--- config.mk ---
export PLATFORM = sky130hd
export DESIGN_NAME = pipe_stage_buf
export DESIGN_NICKNAME = d
export VERILOG_FILES = /design/src/rtl/pipe_pkg.sv /design/src/rtl/pipe_skid_slot.sv /design/src/rtl/pipe_stage_buf.sv
export SDC_FILE = /design/constraint.sdc
export NUM_CORES = 1
export LEC_CHECK = 0
export CAP_MARGIN = 0
export CORE_MARGIN = 5
export CORE_UTILIZATION = 40
export DETAILED_ROUTE_END_ITERATION = 7
export PLACE_DENSITY_LB_ADDON = 0.12
export SYNTH_ARGS = -nofsm -noshare
export SYNTH_HDL_FRONTEND = slang
export SYNTH_HIERARCHICAL = 1
export SYNTH_SLANG_ARGS = --single-unit
--- constraint.sdc ---
create_clock -name cpu_clk_50M -period 1.67 [get_ports cpu_clk_50M]
set_input_delay 0.334 -clock cpu_clk_50M [delete_from_list [all_inputs] [get_ports cpu_clk_50M]]
set_output_delay 0.334 -clock cpu_clk_50M [all_outputs]
set_load 0.05 [all_outputs]
--- src/rtl/pipe_pkg.sv ---
// rtl/pipe_pkg.sv - shared stage bundle types, bubble constants and skid FSM states
package pipe_pkg;

  typedef enum logic [1:0] {
    ST_EMPTY = 2'd0,
    ST_ONE   = 2'd1,
    ST_TWO   = 2'd2
  } skid_state_e;

  localparam int unsigned PIPE_DATA_W = 74;
  localparam int unsigned PIPE_CNT_W  = 16;

  typedef struct packed {
    logic [2:0]  alutype;
    logic [7:0]  aluop;
    logic [31:0] src1;
    logic [31:0] src2;
    logic [4:0]  wa;
    logic        wreg;
  } id_exe_t;

  typedef struct packed {
    logic [7:0]  aluop;
    logic [31:0] wd;
    logic [4:0]  wa;
    logic        wreg;
    logic [4:0]  exccode;
  } exe_mem_t;

  typedef struct packed {
    logic [4:0]  wa;
    logic        wreg;
    logic [31:0] wd;
  } mem_wb_t;

  localparam id_exe_t  NOP_ID_EXE  = '0;
  localparam exe_mem_t NOP_EXE_MEM = '0;
  localparam mem_wb_t  NOP_MEM_WB  = '0;

  // State encoding doubles as the entry count.
  function automatic logic [1:0] state_occupancy(input skid_state_e st);
    return 2'(st);
  endfunction

endpackage

--- src/rtl/pipe_skid_slot.sv ---
// rtl/pipe_skid_slot.sv - one valid+payload register with load and clear (clear wins)
module pipe_skid_slot
  import pipe_pkg::*;
#(
  parameter int unsigned       DATA_W  = PIPE_DATA_W,
  parameter logic [DATA_W-1:0] NOP_VAL = '0
) (
  input  logic              i_clk,
  input  logic              i_rst_n,
  input  logic              i_load,
  input  logic              i_clear,
  input  logic [DATA_W-1:0] i_data,
  output logic              o_valid,
  output logic [DATA_W-1:0] o_data
);

  logic              r_valid;
  logic [DATA_W-1:0] r_data;

  always_ff @(posedge i_clk or negedge i_rst_n) begin
    if (!i_rst_n) begin
      r_valid <= 1'b0;
      r_data  <= NOP_VAL;
    end else if (i_clear) begin
      r_valid <= 1'b0;
      r_data  <= NOP_VAL;
    end else if (i_load) begin
      r_valid <= 1'b1;
      r_data  <= i_data;
    end
  end

  assign o_valid = r_valid;
  assign o_data  = r_data;

endmodule

--- src/rtl/pipe_stage_buf.sv ---
// rtl/pipe_stage_buf.sv - inter-stage pipeline register with handshake, flush and stall counter
// PIPE_SKID_EN selects the two-entry variant whose in_ready comes straight from a flop.
module pipe_stage_buf
  import pipe_pkg::*;
#(
  parameter int unsigned       DATA_W  = PIPE_DATA_W,
  parameter logic [DATA_W-1:0] NOP_VAL = '0,
  parameter int unsigned       CNT_W   = PIPE_CNT_W
) (
  input  logic              cpu_clk_50M,
  input  logic              cpu_rst_n,
  input  logic              flush,
  input  logic              in_valid,
  output logic              in_ready,
  input  logic [DATA_W-1:0] in_data,
  output logic              out_valid,
  input  logic              out_ready,
  output logic [DATA_W-1:0] out_data,
  output logic [1:0]        occupancy,
  output logic [CNT_W-1:0]  stall_cnt
);

  localparam logic [CNT_W-1:0] CNT_MAX = {CNT_W{1'b1}};
  localparam logic [CNT_W-1:0] CNT_ONE = {{(CNT_W-1){1'b0}}, 1'b1};

  logic              w_in_xfer;
  logic              w_out_xfer;
  logic              w_main_valid;
  logic              w_main_load;
  logic              w_main_clear;
  logic [DATA_W-1:0] w_main_din;
  logic [DATA_W-1:0] w_main_data;
  logic [CNT_W-1:0]  r_stall_cnt;

  assign w_in_xfer  = in_valid & in_ready;
  assign w_out_xfer = w_main_valid & out_ready;

`ifdef PIPE_SKID_EN
  skid_state_e       r_state;
  skid_state_e       w_state_nxt;
  logic              r_in_ready;
  logic              w_skid_valid;
  logic              w_skid_load;
  logic              w_skid_clear;
  logic [DATA_W-1:0] w_skid_data;

  always_ff @(posedge cpu_clk_50M or negedge cpu_rst_n) begin
    if (!cpu_rst_n) begin
      r_state    <= ST_EMPTY;
      r_in_ready <= 1'b1;
    end else begin
      r_state    <= w_state_nxt;
      r_in_ready <= (w_state_nxt != ST_TWO);
    end
  end

  always_comb begin
    w_state_nxt  = r_state;
    w_main_load  = 1'b0;
    w_main_clear = 1'b0;
    w_main_din   = in_data;
    w_skid_load  = 1'b0;
    w_skid_clear = 1'b0;
    if (flush) begin
      w_state_nxt  = ST_EMPTY;
      w_main_clear = 1'b1;
      w_skid_clear = 1'b1;
    end else begin
      case (r_state)
        ST_EMPTY: begin
          if (w_in_xfer) begin
            w_state_nxt = ST_ONE;
            w_main_load = 1'b1;
          end
        end
        ST_ONE: begin
          if (w_in_xfer && w_out_xfer) begin
            w_main_load = 1'b1;
          end else if (w_in_xfer) begin
            w_state_nxt = ST_TWO;
            w_skid_load = 1'b1;
          end else if (w_out_xfer) begin
            w_state_nxt  = ST_EMPTY;
            w_main_clear = 1'b1;
          end
        end
        ST_TWO: begin
          // in_ready is low here, so only the promotion of the skid entry can happen.
          if (w_out_xfer) begin
            w_state_nxt  = ST_ONE;
            w_main_load  = 1'b1;
            w_main_din   = w_skid_data;
            w_skid_clear = 1'b1;
          end
        end
        default: begin
          w_state_nxt  = ST_EMPTY;
          w_main_clear = 1'b1;
          w_skid_clear = 1'b1;
        end
      endcase
    end
  end

  pipe_skid_slot #(
    .DATA_W  (DATA_W),
    .NOP_VAL (NOP_VAL)
  ) u_skid (
    .i_clk   (cpu_clk_50M),
    .i_rst_n (cpu_rst_n),
    .i_load  (w_skid_load),
    .i_clear (w_skid_clear),
    .i_data  (in_data),
    .o_valid (w_skid_valid),
    .o_data  (w_skid_data)
  );

  assign in_ready  = r_in_ready;
  assign occupancy = state_occupancy(r_state);
`else
  // Accept whenever the slot is empty or is being drained this same edge.
  assign in_ready = !w_main_valid | out_ready;

  always_comb begin
    w_main_load  = w_in_xfer & !flush;
    w_main_clear = flush | (w_out_xfer & !w_in_xfer);
    w_main_din   = in_data;
  end

  assign occupancy = {1'b0, w_main_valid};
`endif

  pipe_skid_slot #(
    .DATA_W  (DATA_W),
    .NOP_VAL (NOP_VAL)
  ) u_main (
    .i_clk   (cpu_clk_50M),
    .i_rst_n (cpu_rst_n),
    .i_load  (w_main_load),
    .i_clear (w_main_clear),
    .i_data  (w_main_din),
    .o_valid (w_main_valid),
    .o_data  (w_main_data)
  );

  always_ff @(posedge cpu_clk_50M or negedge cpu_rst_n) begin
    if (!cpu_rst_n) begin
      r_stall_cnt <= '0;
    end else if (w_main_valid && !out_ready && (r_stall_cnt != CNT_MAX)) begin
      r_stall_cnt <= r_stall_cnt + CNT_ONE;
    end
  end

  assign out_valid = w_main_valid;
  assign out_data  = w_main_valid ? w_main_data : NOP_VAL;
  assign stall_cnt = r_stall_cnt;

endmodule

Word-level counts from Yosys, hierarchy flattened
Cells that the tools add are included.
{"block": "totals", "register_bits": 91, "word_cells": 23, "in_bits": 79, "output_inout_bits": 94}
{"block": "classes", "n_eq_ne": 1, "reduce_logical": 7, "muxes": 5, "add_sub_neg": 1, "bitwise": 6}
{"cell": "74-bit 2-to-1 mux", "count": 3}
{"cell": "16-bit by 1-bit adder with 16-bit output (second input constant)", "count": 1}
{"cell": "16-bit != test (second input constant)", "count": 1}
{"cell": "1-bit bitwise AND", "count": 4}
{"cell": "1-bit logical NOT", "count": 4}
{"cell": "1-bit logical AND", "count": 2}
{"cell": "1-bit 2-to-1 mux", "count": 2}
{"cell": "1-bit bitwise OR", "count": 2}
{"cell": "2-bit nonzero test", "count": 1}

Logic depth before layout (Yosys ltp)
{"block": "logic_depth", "depth_word": 7, "mapped_depth": 7, "depth_no_buf": 5}

Cells and area by module
The synthesis kept the hierarchy.
{"module": "pipe_skid_slot", "n_inst": 1, "seq_area_each_um2": 1876.8, "cells_per_inst": 242, "area_per_inst_um2": 3080.5}
{"module": "pipe_stage_buf", "n_inst": 1, "seq_area_each_um2": 400.4, "cells_per_inst": 167, "area_per_inst_um2": 1398.8}

Worst setup path after synthesis
No wires, ideal clock.
{"block": "synth_timing", "path_kind": "register -> output", "startpoint": "register u_main.r_valid (netlist: u_main/o_valid)", "endpoint": "output port out_data[23]", "path_buffers": 2, "required_time_ns": 1.336, "path_stages_with_launch": 4, "setup_slack_ns": -0.313, "t_arrival_ns": 1.649, "path_cell_list": "dfrtp_1 > clkbuf_1 > clkbuf_1 > and2_1"}
{"block": "synth_between", "elab_chain_len": 1}
{"element": "from (decl)", "line": "pipe_skid_slot.sv:17", "source": "logic r_valid;"}
{"element": "from (signal assigned)", "line": "pipe_skid_slot.sv:22", "source": "r_valid <= 1'b0;"}
{"element": "from (signal assigned)", "line": "pipe_skid_slot.sv:25", "source": "r_valid <= 1'b0;"}
{"element": "from (signal assigned)", "line": "pipe_skid_slot.sv:28", "source": "r_valid <= 1'b1;"}
{"element": "74-bit 2-to-1 mux", "line": "pipe_stage_buf.sv:155", "source": "assign out_data = w_main_valid ? w_main_data : NOP_VAL;"}
{"element": "to (decl)", "line": "pipe_stage_buf.sv:18", "source": "output logic [DATA_W-1:0] out_data,"}
No other way between the ends.

Worst setup path after layout
{"block": "layout_timing", "startpoint": "register u_main.r_valid (netlist: u_main/o_valid)", "endpoint": "output port out_data[64]"}
Same word-level chain as after synthesis.

==> results.sh <==
export IMPL_antenna_cells=0
export IMPL_power_density_nw_per_um2=689
export IMPL_yosys_cell_count_top_type="dfrtp_1"
export IMPL_numCtsBuffers=9
export IMPL_violations="setup timing"
export IMPL_ys_types=34
export IMPL_first_iter_violations=118
export IMPL_fin_skew_ps=7.53
export IMPL_hpwl_um=9180
export IMPL_fillerInstances=743
export IMPL_vias=3654
export IMPL_finalCritPeriodShare=1.05
export IMPL_ys_seq_area_frac=0.508
export IMPL_cts_buffer_depth=2
export IMPL_crit_end="out_data[64]"
export IMPL_synthArstFlopShare=1.00
export IMPL_crit_type="reg2out"
export IMPL_synth_top_cells_by_count="dfrtp_1 (91), nor2_1 (81), mux2i_1 (75)"
export IMPL_ys_ff_latch=91
export IMPL_min_period_ps=1750
export IMPL_reg2reg_depth=6
export IMPL_drive_gt1_frac=0.422
export IMPL_clkPwrFrac=0.284
export IMPL_dpl_cell_count=713
export IMPL_status="finished, violations left"
export IMPL_pwr_share_seq=0.449
export IMPL_dominantRegCellSynth="dfrtp_1"
export IMPL_wl_per_cell_um=18.1
export IMPL_critPathLaunchType="flip-flop"
export IMPL_p_int_mw=3.87
export IMPL_crit_arrival_ps=1420
export IMPL_core_area_um2=10900
export IMPL_start_util=0.411
export IMPL_dieWidth_um=116
export IMPL_fin_cells=746
export IMPL_min_path_type="in2async"
export IMPL_mappedNetlistNets=489
export IMPL_cts_root_buffer="clkbuf_8"
export IMPL_grt_ovfl_total=0
export IMPL_fin_nets=681
export IMPL_synth_top_cells_by_area="dfrtp_1 (51%), mux2i_1 (17%), and2_1 (10%)"
export IMPL_grt_pass1_wl_um=19200
export IMPL_swShare=0.298
export IMPL_slew_viol_final=0
export IMPL_leakage_nw=3.54
export IMPL_hold_viol_final=0
export IMPL_hold_ws_ps=514
export IMPL_drtAntennaViolNets=0
export IMPL_grt_max_degree=49
export IMPL_insertion_delay_ps=350
export IMPL_dr_pass1_iters=5
export IMPL_relSlewSlack=0.620
export IMPL_vias_per_cell=4.90
export IMPL_r2r_start="u_main/o_valid$_DFFE_PN0P_"
export IMPL_critPathLaunch="u_main/o_valid$_DFFE_PN0P_"
export IMPL_ios=173
export IMPL_power_switching_mw=1.64
export IMPL_syn2layout_area_growth_pct=78.7
export IMPL_reg2reg_slack_ps=-50
export IMPL_gp_congestion=0.848
export IMPL_die_h_um=116
export IMPL_cts_tree="done"
export IMPL_antenna_found_initial=0
export IMPL_path_clk_slew_ps=90
export IMPL_setup_viol=122
export IMPL_worst_pin_slew_ps=570
export IMPL_num_rows=38
export IMPL_clock_sinks=91
export IMPL_worstPathMaxFanout=7
export IMPL_synthCells=409
export IMPL_drc=0
export IMPL_seqCellArea_um2=2300
export IMPL_drt_total_wl_um=13500
export IMPL_grt_use_total=0.183
export IMPL_power_mw=5.52
export IMPL_dieArea_um2=13400
export IMPL_synth_area_um2=4480
export IMPL_fin_util=0.735
export IMPL_htreeDepth=3
export IMPL_multiInputGateArea_um2=2210
export IMPL_io_buffers=171
export IMPL_first_global_vias=3726
export IMPL_dpl_worst_slack_ps=-287
export IMPL_rsz0062_at_grt="yes"
export IMPL_fmax_ghz=0.571
export IMPL_timing_rr_end="u_main/o_data[44]$_DFFE_PN0P_"
export IMPL_synth_avg_cell_area_um2=11.0
export IMPL_ir_worst_vdd_uv=427
export IMPL_yosysTopAreaCell="dfrtp_1"
export IMPL_yosys_area_top_type_share=0.508
export IMPL_synth_edf_count=0
export IMPL_layout_setup_ws_ps=-81.6
export IMPL_cp_end_kind="output port"
export IMPL_yosysWarnings=6
export IMPL_maxCapViolations=0
export IMPL_cp_required_ps=1340
export IMPL_combPwrFrac=0.267
==> cells by family after synthesis <==
kind of cell	share of synthesized area
adder cells (fa/ha/maj)	0.00279
AND/OR/NAND/NOR	0.235
multiplexers	0.173
AO/OA/AOI/OAI	0.00894
other	0.000837
buffers and inverters	0.0534
flip-flops	0.508
XOR/XNOR	0.0176
==> through the flow <==
stage                     area, µm²  TNS [ps]
after global routing           8010    -14470
after CTS                      7610     -2140
after detailed placement       7300    -17770
after floorplan                4580     -3290
final                          8010     -5960
after global placement         7300    -16630
==> power by group through the flow <==
stage / Sequential, mW / Combinational (mW) / Clock, mW
2_1_floorplan: 2.64 / 0.506 / 0
3_3_place_gp: 2.49 / 1.26 / 0
3_5_place_dp: 2.50 / 1.29 / 0
4_1_cts: 2.46 / 1.31 / 1.62
5_1_grt: 2.49 / 1.57 / 1.75
6_report: 2.47 / 1.47 / 1.57
==> flip-flops by register name, indices dropped and copies added (netlist names) <==
signal / cells
u_main/o_data: 74
stall_cnt: 16
u_main/o_valid: 1
==> worst max-delay path, cell delays in order, from the launching register on <==
cell       delay, ps
dfrtp_2          450
buf_4            170
clkbuf_16        160
and2_4           140
buf_12           140
==> worst min path at each step <==
stage                                end  slack (ps)
5_1_grt        stall_cnt[10]$_DFFE_PN0P_         520
3_5_place_dp    stall_cnt[9]$_DFFE_PN0P_         340
3_3_place_gp    stall_cnt[9]$_DFFE_PN0P_         330
4_1_cts         stall_cnt[8]$_DFFE_PN0P_         510
6_report        stall_cnt[9]$_DFFE_PN0P_         510
2_1_floorplan   stall_cnt[0]$_DFFE_PN0P_          40
==> placed cells by master, fill, tap and decap left out, types with 2 or more instances in the layout <==
cell	instances
o21a_1	2
nor4_4	2
nand4_1	8
nor3_1	3
buf_12	95
dfrtp_1	74
and3_1	2
and2_4	74
mux2i_1	71
xor2_1	4
buf_4	26
dfrtp_2	17
nor2_1	81
clkbuf_16	7
nand3b_1	2
and4_1	2
buf_6	2
clkdlybuf4s50_1	77
nand2_1	4
clkinvlp_4	3
nand3_1	8
mux2i_2	4
clkbuf_8	12
xnor2_1	5
nand4_4	2
==> final cells by class <==
cell class	count	area share
inverters	2	0.00125
well taps	140	0.0219
repair buffers	210	0.388
flip-flops and latches	91	0.287
multi-input cells	287	0.276
clock inverters	5	0.00766
clock buffers	11	0.0189
==> metal layers <==
layer | vias up | part of all wire | global-route usage
li1 | 1732 | - | -
met4 | 0 | 0.012 | 0.0588
met2 | 118 | 0.51 | 0.307
met5 | - | 0 | 0
met1 | 1793 | 0.41 | 0.227
met3 | 11 | 0.073 | 0.0533
==> what timing repair did <==
action                                  in CTS  in global routing
pin swaps                                    1                  4
cloned                                       0                  9
endpoints found under the setup margin      75                115
buffers inserted                             1                  6
hold buffers                                 1                  0
resized for setup                           30                 57
endpoints found under the hold margin       48                  0
(Power assumes the default switching activity.)
